--- config.mk ---
export PLATFORM = sky130hd
export DESIGN_NAME = conv_encode_tx
export DESIGN_NICKNAME = d
export VERILOG_FILES = /design/src/rtl/conv_encode_tx_pkg.sv /design/src/rtl/conv_encode_core.sv /design/src/rtl/conv_encode_tx.sv
export SDC_FILE = /design/constraint.sdc
export NUM_CORES = 1
export LEC_CHECK = 0
export BUFFER_PORTS_ARGS = -buffer_cell sky130_fd_sc_hd__buf_4
export CAP_MARGIN = 20
export CORE_MARGIN = 2
export CORE_UTILIZATION = 58
export DETAILED_ROUTE_END_ITERATION = 10
export GPL_TIMING_DRIVEN = 0
export MAX_ROUTING_LAYER = met4
export PLACE_DENSITY = 0.78
export REMOVE_ABC_BUFFERS = 1
export SLEW_MARGIN = 10
export SYNTH_ARGS = -nofsm -noshare
export SYNTH_HDL_FRONTEND = slang
export SYNTH_SLANG_ARGS = --single-unit
--- constraint.sdc ---
create_clock -name CLOCK -period 2.6 [get_ports CLOCK]
set_input_delay 0.13 -clock CLOCK [delete_from_list [all_inputs] [get_ports CLOCK]]
set_output_delay 0.13 -clock CLOCK [all_outputs]
set_load 0.02 [all_outputs]
--- src/rtl/conv_encode_tx_pkg.sv ---
// Shared constants for the K=9, rate-1/2 transmit convolutional encoder.
// Holds the generator polynomials, code width and framing FSM encodings.
package conv_encode_tx_pkg;
    localparam int K_CONV   = 9;
    localparam int MEM_CONV = K_CONV - 1;
    localparam int WD_CODE  = 2;

    // Bit K-1 of each generator taps the newest input bit.
    localparam logic [K_CONV-1:0] G0_CONV = 9'o561;
    localparam logic [K_CONV-1:0] G1_CONV = 9'o753;

    typedef enum logic [1:0] {
        ST_IDLE = 2'd0,
        ST_DATA = 2'd1,
        ST_TAIL = 2'd2
    } fsm_state_t;
endpackage

--- src/rtl/conv_encode_core.sv ---
// Encoder memory plus both generator parity trees.
// code_out is combinational from the current input bit and the held state.
module conv_encode_core
    import conv_encode_tx_pkg::*;
(
    input  logic                CLOCK,
    input  logic                Reset,
    input  logic                shift_en,
    input  logic                bit_in,
    input  logic                clear,
    output logic [WD_CODE-1:0]  code_out,
    output logic [MEM_CONV-1:0] state_out
);
    logic [MEM_CONV-1:0] state_reg;
    logic [K_CONV-1:0]   r_vec;
    logic [K_CONV-1:0]   tap0;
    logic [K_CONV-1:0]   tap1;

    // r_vec[K-1] is the current bit, state_reg[MEM-1] the previous one.
    assign r_vec = {bit_in, state_reg};

    genvar gi;
    generate
        for (gi = 0; gi < K_CONV; gi++) begin : g_tap
            assign tap0[gi] = r_vec[gi] & G0_CONV[gi];
            assign tap1[gi] = r_vec[gi] & G1_CONV[gi];
        end
    endgenerate

    assign code_out  = {^tap0, ^tap1};
    assign state_out = state_reg;

    always_ff @(posedge CLOCK) begin
        if (!Reset) begin
            state_reg <= '0;
        end else if (shift_en) begin
            state_reg <= {bit_in, state_reg[MEM_CONV-1:1]};
        end else if (clear) begin
            state_reg <= '0;
        end
    end
endmodule

--- src/rtl/conv_encode_tx.sv ---
// Framed transmit encoder: byte buffer, MSB-first serialiser, symbol-rate divider,
// tail insertion so the decoder trellis terminates in state 0.
module conv_encode_tx
    import conv_encode_tx_pkg::*;
#(
    parameter int SYM_DIV = 4
)
(
    input  logic               CLOCK,
    input  logic               Reset,
    input  logic [7:0]         in_data,
    input  logic               in_valid,
    input  logic               in_last,
    output logic               in_ready,
    output logic [WD_CODE-1:0] Code,
    output logic               sym_valid,
    output logic               Active,
    output logic               frame_done,
    output logic               err_underrun,
    input  logic               clr_err
);
    localparam int DIV_W = $clog2(SYM_DIV);
    localparam logic [DIV_W-1:0] DIV_LAST = DIV_W'(SYM_DIV - 1);

    fsm_state_t          state_reg, state_next;
    logic [DIV_W-1:0]    div_reg, div_next;
    logic [2:0]          bit_cnt_reg, bit_cnt_next;
    logic [2:0]          tail_cnt_reg, tail_cnt_next;
    logic [7:0]          cur_byte_reg, cur_byte_next;
    logic                cur_last_reg, cur_last_next;
    logic [7:0]          buf_data_reg;
    logic                buf_last_reg;
    logic                buf_full_reg, buf_full_next;
    logic [WD_CODE-1:0]  code_reg;
    logic                sym_valid_reg;
    logic                active_reg, active_next;
    logic                done_reg, done_next;
    logic                err_reg, err_next;

    logic                slot;
    logic                take;
    logic                load;
    logic                shift_en;
    logic                bit_in;
    logic                core_clear;
    logic [WD_CODE-1:0]  core_code;
    logic [MEM_CONV-1:0] core_state;

    conv_encode_core u_core (
        .CLOCK     (CLOCK),
        .Reset     (Reset),
        .shift_en  (shift_en),
        .bit_in    (bit_in),
        .clear     (core_clear),
        .code_out  (core_code),
        .state_out (core_state)
    );

    assign slot = (div_reg == DIV_LAST);
    assign load = in_valid && !buf_full_reg;

    // Tail bits already return the state to 0; this only guards idle time.
    assign core_clear = (state_reg == ST_IDLE) && !buf_full_reg && (|core_state);

    always_comb begin
        state_next    = state_reg;
        div_next      = div_reg;
        bit_cnt_next  = bit_cnt_reg;
        tail_cnt_next = tail_cnt_reg;
        cur_byte_next = cur_byte_reg;
        cur_last_next = cur_last_reg;
        buf_full_next = buf_full_reg;
        active_next   = active_reg;
        done_next     = 1'b0;
        err_next      = clr_err ? 1'b0 : err_reg;
        shift_en      = 1'b0;
        bit_in        = 1'b0;
        take          = 1'b0;

        case (state_reg)
            ST_IDLE: begin
                div_next = '0;
                take     = buf_full_reg;
            end
            ST_DATA: begin
                div_next = slot ? '0 : div_reg + 1'b1;
                if (slot) begin
                    if (bit_cnt_reg != 3'd0) begin
                        shift_en      = 1'b1;
                        bit_in        = cur_byte_reg[7];
                        cur_byte_next = {cur_byte_reg[6:0], 1'b0};
                        bit_cnt_next  = bit_cnt_reg + 3'd1;
                    end else if (cur_last_reg) begin
                        shift_en      = 1'b1;
                        tail_cnt_next = 3'd1;
                        state_next    = ST_TAIL;
                    end else if (buf_full_reg) begin
                        take = 1'b1;
                    end else begin
                        // Underrun: hold the trellis, keep the frame open.
                        err_next = 1'b1;
                    end
                end
            end
            ST_TAIL: begin
                div_next = slot ? '0 : div_reg + 1'b1;
                if (slot) begin
                    if (tail_cnt_reg != 3'd0) begin
                        shift_en      = 1'b1;
                        tail_cnt_next = tail_cnt_reg + 3'd1;
                    end else begin
                        done_next   = 1'b1;
                        active_next = 1'b0;
                        state_next  = ST_IDLE;
                        div_next    = '0;
                    end
                end
            end
            default: begin
                state_next = ST_IDLE;
            end
        endcase

        if (take) begin
            shift_en      = 1'b1;
            bit_in        = buf_data_reg[7];
            cur_byte_next = {buf_data_reg[6:0], 1'b0};
            cur_last_next = buf_last_reg;
            bit_cnt_next  = 3'd1;
            buf_full_next = 1'b0;
            active_next   = 1'b1;
            state_next    = ST_DATA;
            div_next      = '0;
        end

        if (load) begin
            buf_full_next = 1'b1;
        end
    end

    always_ff @(posedge CLOCK) begin
        if (!Reset) begin
            state_reg     <= ST_IDLE;
            div_reg       <= '0;
            bit_cnt_reg   <= '0;
            tail_cnt_reg  <= '0;
            cur_byte_reg  <= '0;
            cur_last_reg  <= 1'b0;
            buf_data_reg  <= '0;
            buf_last_reg  <= 1'b0;
            buf_full_reg  <= 1'b0;
            code_reg      <= '0;
            sym_valid_reg <= 1'b0;
            active_reg    <= 1'b0;
            done_reg      <= 1'b0;
            err_reg       <= 1'b0;
        end else begin
            state_reg     <= state_next;
            div_reg       <= div_next;
            bit_cnt_reg   <= bit_cnt_next;
            tail_cnt_reg  <= tail_cnt_next;
            cur_byte_reg  <= cur_byte_next;
            cur_last_reg  <= cur_last_next;
            buf_full_reg  <= buf_full_next;
            sym_valid_reg <= shift_en;
            active_reg    <= active_next;
            done_reg      <= done_next;
            err_reg       <= err_next;
            if (load) begin
                buf_data_reg <= in_data;
                buf_last_reg <= in_last;
            end
            if (shift_en) begin
                code_reg <= core_code;
            end
        end
    end

    assign in_ready     = !buf_full_reg;
    assign Code         = code_reg;
    assign sym_valid    = sym_valid_reg;
    assign Active       = active_reg;
    assign frame_done   = done_reg;
    assign err_underrun = err_reg;
endmodule
==> results of run 1 <==
[Yosys cell counts, types with 2 or more instances]
| master | count | area share [%] |
|---|---|---|
| clkbuf_1 | 5 | 0.91 |
| nand4b_1 | 2 | 0.85 |
| buf_6 | 2 | 1.1 |
| o2111ai_1 | 3 | 1.3 |
| nor2_1 | 15 | 2.7 |
| nand3_1 | 3 | 0.73 |
| and3_1 | 2 | 0.61 |
| nand3b_1 | 3 | 1.1 |
| nand2_1 | 30 | 5.5 |
| a22o_1 | 8 | 3.4 |
| mux2i_1 | 8 | 3.9 |
| or3_2 | 2 | 0.73 |
| inv_1 | 15 | 2.7 |
| ha_1 | 12 | 7.3 |
| dfxtp_1 | 42 | 41 |
| nor2b_1 | 2 | 0.61 |
| a211oi_1 | 7 | 2.6 |
| nor3_1 | 2 | 0.49 |
| xnor2_1 | 4 | 1.7 |
| o21ai_0 | 3 | 0.73 |
| a21oi_1 | 19 | 4.6 |
[layout by cell type, fill, tap and decap left out, types with 2 or more instances in the layout]
master         netlist  layout
dfxtp_1             42      42
nand2_1             30      30
a21oi_1             19      19
buf_4                1      19
inv_1               15      15
nor2_1              15      15
ha_1                12      12
a22o_1               8       8
mux2i_1              8       8
a211oi_1             7       7
dlygate4sd3_1        0       6
clkbuf_4             0       5
xnor2_1              4       4
nand3_1              3       3
nand3b_1             3       3
o2111ai_1            3       3
o21ai_0              3       3
and3_1               2       2
nor3_1               2       2
nor2b_1              2       2
nand4b_1             2       2
or3_2                2       2
[worst max-delay path by stage]
stage                                                   to  slack (ns)  cells past startpoint                        start
after detailed placement              Code[1]$_SDFFE_PN0N_        0.51                      7  bit_cnt_reg[0]$_SDFFE_PN0P_
after global placement    u_core.state_out[7]$_SDFFE_PN0P_       -1.03                      6    state_reg[1]$_SDFFE_PP0P_
final                     u_core.state_out[6]$_SDFFE_PN0P_        0.51                      7  bit_cnt_reg[0]$_SDFFE_PN0P_
after global routing      u_core.state_out[0]$_SDFFE_PN0P_        0.33                      7  bit_cnt_reg[0]$_SDFFE_PN0P_
after floorplan           u_core.state_out[0]$_SDFFE_PN0P_       -0.23                      6    state_reg[1]$_SDFFE_PP0P_
after CTS                 u_core.state_out[4]$_SDFFE_PN0P_        0.50                      7  bit_cnt_reg[0]$_SDFFE_PN0P_
[area by class of cell]
cell class | count | area [um2] | share of cell area [%]
tap | 46 | 57.6 | 2.47
inverter | 16 | 60.1 | 2.58
clock inverter | 2 | 13.8 | 0.590
timing repair buffer | 26 | 214 | 9.17
multi-input combinational | 157 | 1100 | 47.4
clock buffer | 6 | 41.3 | 1.77
sequential | 42 | 841 | 36.1
[layer usage]
metal,wire (um),up-vias
met5,0,-
met4,64,0
met3,133,5
met2,1900,28
met1,1790,742
li1,-,838
[where the power goes]
group | switching [mW] | internal [mW]
clock network | 0.218 | 0.106
logic | 0.0962 | 0.0740
registers | 0.0202 | 0.672
[per-stage QoR]
stage / TNS, ns / area [um2] / setup WS [ns] / hold slack (ns)
after global routing: 0 / 2330 / 0.334 / 0.00583
final: 0 / 2330 / 0.506 / 0.0122
after detailed placement: 0 / 2220 / 0.513 / 0.385
after CTS: 0 / 2330 / 0.501 / 0.00422
after global placement: -21.14 / 2200 / -1.03 / 0.378
after floorplan: -2.25 / 2000 / -0.228 / 0.252
[critical path, stage by stage (launching register included)]
cell	delay [ns]
dfxtp_1	0.35
inv_1	0.06
ha_1	0.21
nor3b_1	0.42
a21boi_2	0.19
buf_6	0.20
a21oi_2	0.41
a22o_1	0.22
[cell families (layout without fill, tap and decap cells)]
family	after synthesis	in the layout	synth area share (%)
simple gates	78	78	20.8
compound gates	52	52	17.8
flops	42	42	40.9
buf+inv	25	50	5.54
fa+ha+maj	12	12	7.30
mux	9	9	4.44
xor+xnor	6	6	3.29
[timing repair]
action | 4_1_cts | 5_1_grt
endpoints found under the hold margin | 6 | 0
setup buffers | 0 | 0
hold buffers | 6 | 0
==> metrics.yaml, run 1 <==
worst_setup_path:
  r2r-start: "bit_cnt_reg[0]$_SDFFE_PN0P_"
  rrSetupSlack_ns: 0.51
  critical_path_class: "reg2reg"
  cp.arrival_ns: 2.41
  worstPathRequired_ns: 2.92
  path_max_fanout: 16
  critPathLaunchType: "flip-flop"
  worstRegToRegCells: 7
  end_kind: "flip-flop"
  r2r_end: "u_core.state_out[6]$_SDFFE_PN0P_"
global_route:
  globalRouteMet2Util_pct: 38.8
  grt_pass1_wl_um: 6770
  grtUsageMet1_pct: 24.2
  met3_usage_pct: 6.43
  grt_pass1_vias: 1545
  overflow: 0
  grt_max_degree: 26
  grt_usage_pct: 22.3
  grt_antenna_before_repair: 0
  gr-max-usage-layer: "met2"
timing:
  setup_viol: 0
  post-route-period-util_pct: 80.5
  maxSlewViolCount: 0
  fmax_mhz: 478
  hold_viol_final: 0
  tightest_slew_ns: 0.700
  finClkSkew_ns: 0.0155
  slew-limit-headroom_pct: 53.1
  period_needed_ns: 2.09
  rsz0062_at_grt: "no"
detailed_routing:
  wire_per_inst_um: 13.2
  drtIter0Drc: 99
  routed_wirelength_um: 3900
  drc: 0
  drtAntennaViolNets: 0
  drtPass1Iterations: 4
  vias_per_cell: 5.47
  num_vias: 1613
hold_path:
  hold_path_class: "in2reg"
  hold_end: "buf_data_reg[5]$_SDFFE_PN0P_"
  min_path_cells: 3
  hp-start: "in_data[5]"
outcome:
  status: "finished clean"
die:
  core_area_um2: 3360
  die_h_um: 63.5
  fp.dieW_um: 63.5
  die_area_um2: 4040
  rows: 21
  start_util_pct: 61.1
  io_pins: 20
synthesis:
  ys_seq_area_share_pct: 40.9
  synth_ff_type: "dfxtp_1"
  synthCells: 224
  syn_area_um2: 2060
  syn_avg_cell_area_um2: 9.18
  synth-seq-cells: 42
  ys.warnings.count: 0
  synth_edf_count: 0
  async_reset_ff_share_pct: 0
  synth.distinct_cells: 56
placed_design:
  dp_hpwl_um: 2700
  gp_congestion: 0.735
  dp_cells: 281
  port_buffers: 19
clock_tree:
  cts_sinks: 42
  clk_pin_slew_ns: 0.13
  cts_htree_levels: 2
  cts_root_buffer: "clkbuf_4"
  clk_path_buf_depth: 2
  cts_resized: 0
  worst_skew_pair.late_latency_ns: 0.36
  cts-buffers-inserted: 5
  cts_tree: "done"
power_and_ir_drop:
  p_per_area_nw_per_um2: 509
  total_power_mw: 1.19
  ir_drop_mv: 0.350
  p_leak_nw: 0.935
cells_and_area:
  nets: 273
  nFillCells: 292
  syn_to_final_growth_pct: 13.5
  drive_gt1_share_pct: 16.5
  stdcell_count: 295
  antenna_cells: 0
  fin_util_pct: 69.3
run:
  drv_cap: 0
Power figures use the tool's default switching activity.
==> run 2: changes to the inputs <==
clock period = 2.1 ns   (was 2.6 ns; I/O delays follow)
==> run 2 against run 1 <==
  * Die area unchanged
  * Maximum frequency up 8.7%
  * First-iteration DRC count up 12%
  * Critical path type unchanged
  * Sequential cell count unchanged
  * Clock power up 26%
  * Global-route usage up 0.39 points
  * Clock-buffer cell count unchanged
  * Routed wire length up 4.8%
  * Core utilization up 1.4 points
  * Non-clock buffer count up 3
  * Via count up 2.2%
==> metrics.yaml, run 2 (same netlist as run 1, synthesis figures left out) <==
cells_and_area:
  mostFrequentLayoutCells: "41 x dfxtp_1, 30 x nand2_1, 19 x a21oi_1, 19 x buf_4"
  antenna_cells: 0  # unchanged
  final_common_cell: "dfxtp_1"
  drive_gt1_share_pct: 17.5  # +0.99 points
  nets: 276  # +1.1%
  syn_to_final_growth_pct: 15.7
clock_tree:
  cts_htree_levels: 2  # unchanged
  cts-buffers-inserted: 5  # unchanged
  postCtsSetupRepairBufs: 0  # unchanged
  cts_sinks: 42  # unchanged
  cts_tree: "done"
  clk_path_buf_depth: 2  # unchanged
  cts_root_buffer: "clkbuf_4"
  worst_skew_pair.late_latency_ns: 0.37  # about the same
  clk_pin_slew_ns: 0.14  # about the same
timing:
  setup_slack_ns: 0.173  # -0.333 ns
  hold_viol_final: 0  # unchanged
  maxSlewViolCount: 0  # unchanged
  post-route-period-util_pct: 91.8  # +11 points
  slew-limit-headroom_pct: 49.4  # -3.7 points
  fmax_mhz: 519  # +8.7%
  setup_viol: 0  # unchanged
  finClkSkew_ns: 0.0216  # +0.00606 ns
  rsz0062_at_grt: "no"
  fin_tns_setup_ns: 0  # unchanged
  period_needed_ns: 1.93  # -0.167 ns
  tightest_slew_ns: 0.754  # +0.0546 ns
detailed_routing:
  num_vias: 1649  # +2.2%
  wire_per_inst_um: 13.7  # +3.7%
  drc: 0  # unchanged
  vias_per_cell: 5.53  # +1.2%
  drtPass1Iterations: 4  # unchanged
  routed_wirelength_um: 4080  # +4.8%
  drtAntennaViolNets: 0  # unchanged
  drtIter0Drc: 111  # +12%
placed_design:
  dp_hpwl_um: 2700  # unchanged
  port_buffers: 19  # unchanged
  gp_congestion: 0.735  # unchanged
  place_worst_setup_slack_ns: 0.0130  # -0.500 ns
global_route:
  overflow: 0  # unchanged
  grt_antenna_before_repair: 0  # unchanged
  grt_max_degree: 26  # unchanged
  grt_pass1_wl_um: 6890  # +1.8%
  grt_usage_pct: 22.7  # +0.39 points
  grt_pass1_vias: 1559  # +0.91%
outcome:
  status: "finished clean"
die:
  io_pins: 20  # unchanged
  die_h_um: 63.5  # unchanged
  rows: 21  # unchanged
  die_area_um2: 4040  # unchanged
  core_area_um2: 3360  # unchanged
  fp.dieW_um: 63.5  # unchanged
  start_util_pct: 61.1  # unchanged
power_and_ir_drop:
  p_leak_nw: 0.950  # +1.7%
  ir_drop_mv: 0.453  # +29%
  total_power_mw: 1.49  # +25%
  p_per_area_nw_per_um2: 626  # +23%
worst_setup_path:
  path_max_fanout: 8  # -8
  cp.arrival_ns: 2.25  # -0.16 ns
  critical_path_class: "reg2reg"
  rrSetupSlack_ns: 0.17  # -0.33 ns
  critPathLaunchType: "flip-flop"
  end_kind: "flip-flop"
  worstPathRequired_ns: 2.42  # -0.50 ns
hold_path:
  hold_path_class: "in2reg"
run:
  drv_cap: 0  # unchanged
-- run 2: path summary, 6_finish.rpt --
path	from	endpoint	cells past startpoint
min	Reset	Active$_SDFFE_PN0P_	2
min reg2reg	buf_data_reg[4]$_SDFFE_PN0P_	buf_data_reg[4]$_SDFFE_PN0P_	2
max reg2reg	bit_cnt_reg[0]$_SDFFE_PN0P_	u_core.state_out[6]$_SDFFE_PN0P_	6
max	bit_cnt_reg[0]$_SDFFE_PN0P_	u_core.state_out[6]$_SDFFE_PN0P_	6
-- run 2: where the power goes --
part | total, mW | internal, mW | switching [mW] | leakage (nW)
Sequential | 0.858 | 0.832 | 0.0259 | 0.342
Combinational | 0.220 | 0.0975 | 0.122 | 0.576
Clock | 0.410 | 0.132 | 0.278 | 0.0322
-- run 2: final cells by class --
cell class | count | area (um2)
clock buffers | 6 | 41.3
clock inverters | 2 | 13.8
fillers | 283 | 985
inverters | 16 | 60.1
multi-input cells | 157 | 1120
flip-flops and latches | 42 | 842
well taps | 46 | 57.6
repair buffers | 29 | 244
-- run 2: worst max-delay path: stages, from the launching register on --
cell	delay (ns)
dfxtp_1	0.35
inv_1	0.06
ha_1	0.22
or3b_4	0.42
o2111a_1	0.31
nor3_4	0.36
a22o_1	0.19
-- run 2: repair_timing --
| item | CTS | global route |
|---|---|---|
| resized for setup | 0 | 5 |
| hold endpoints to repair | 9 | 0 |
| setup endpoints to repair | 0 | 13 |
| hold buffers | 9 | 0 |
-- run 2: layer usage --
layer / track usage (%) / wire length, um
met5: - / 0
met4: 8.15 / 67
met3: 6.61 / 137
met2: 39.5 / 1970
met1: 24.6 / 1900
-- run 2: through the flow --
step | cells | hold slack (ns) | util (%) | cell area, um2
after global routing | 298 | 0.0156 | 70.7 | 2380
after global placement | 280 | 0.353 | 65.5 | 2200
after detailed placement | 281 | 0.360 | 65.9 | 2220
final | 298 | 0.0452 | 70.7 | 2380
after CTS | 298 | 0.0328 | 70.2 | 2360
after floorplan | 215 | 0.227 | - | 2000
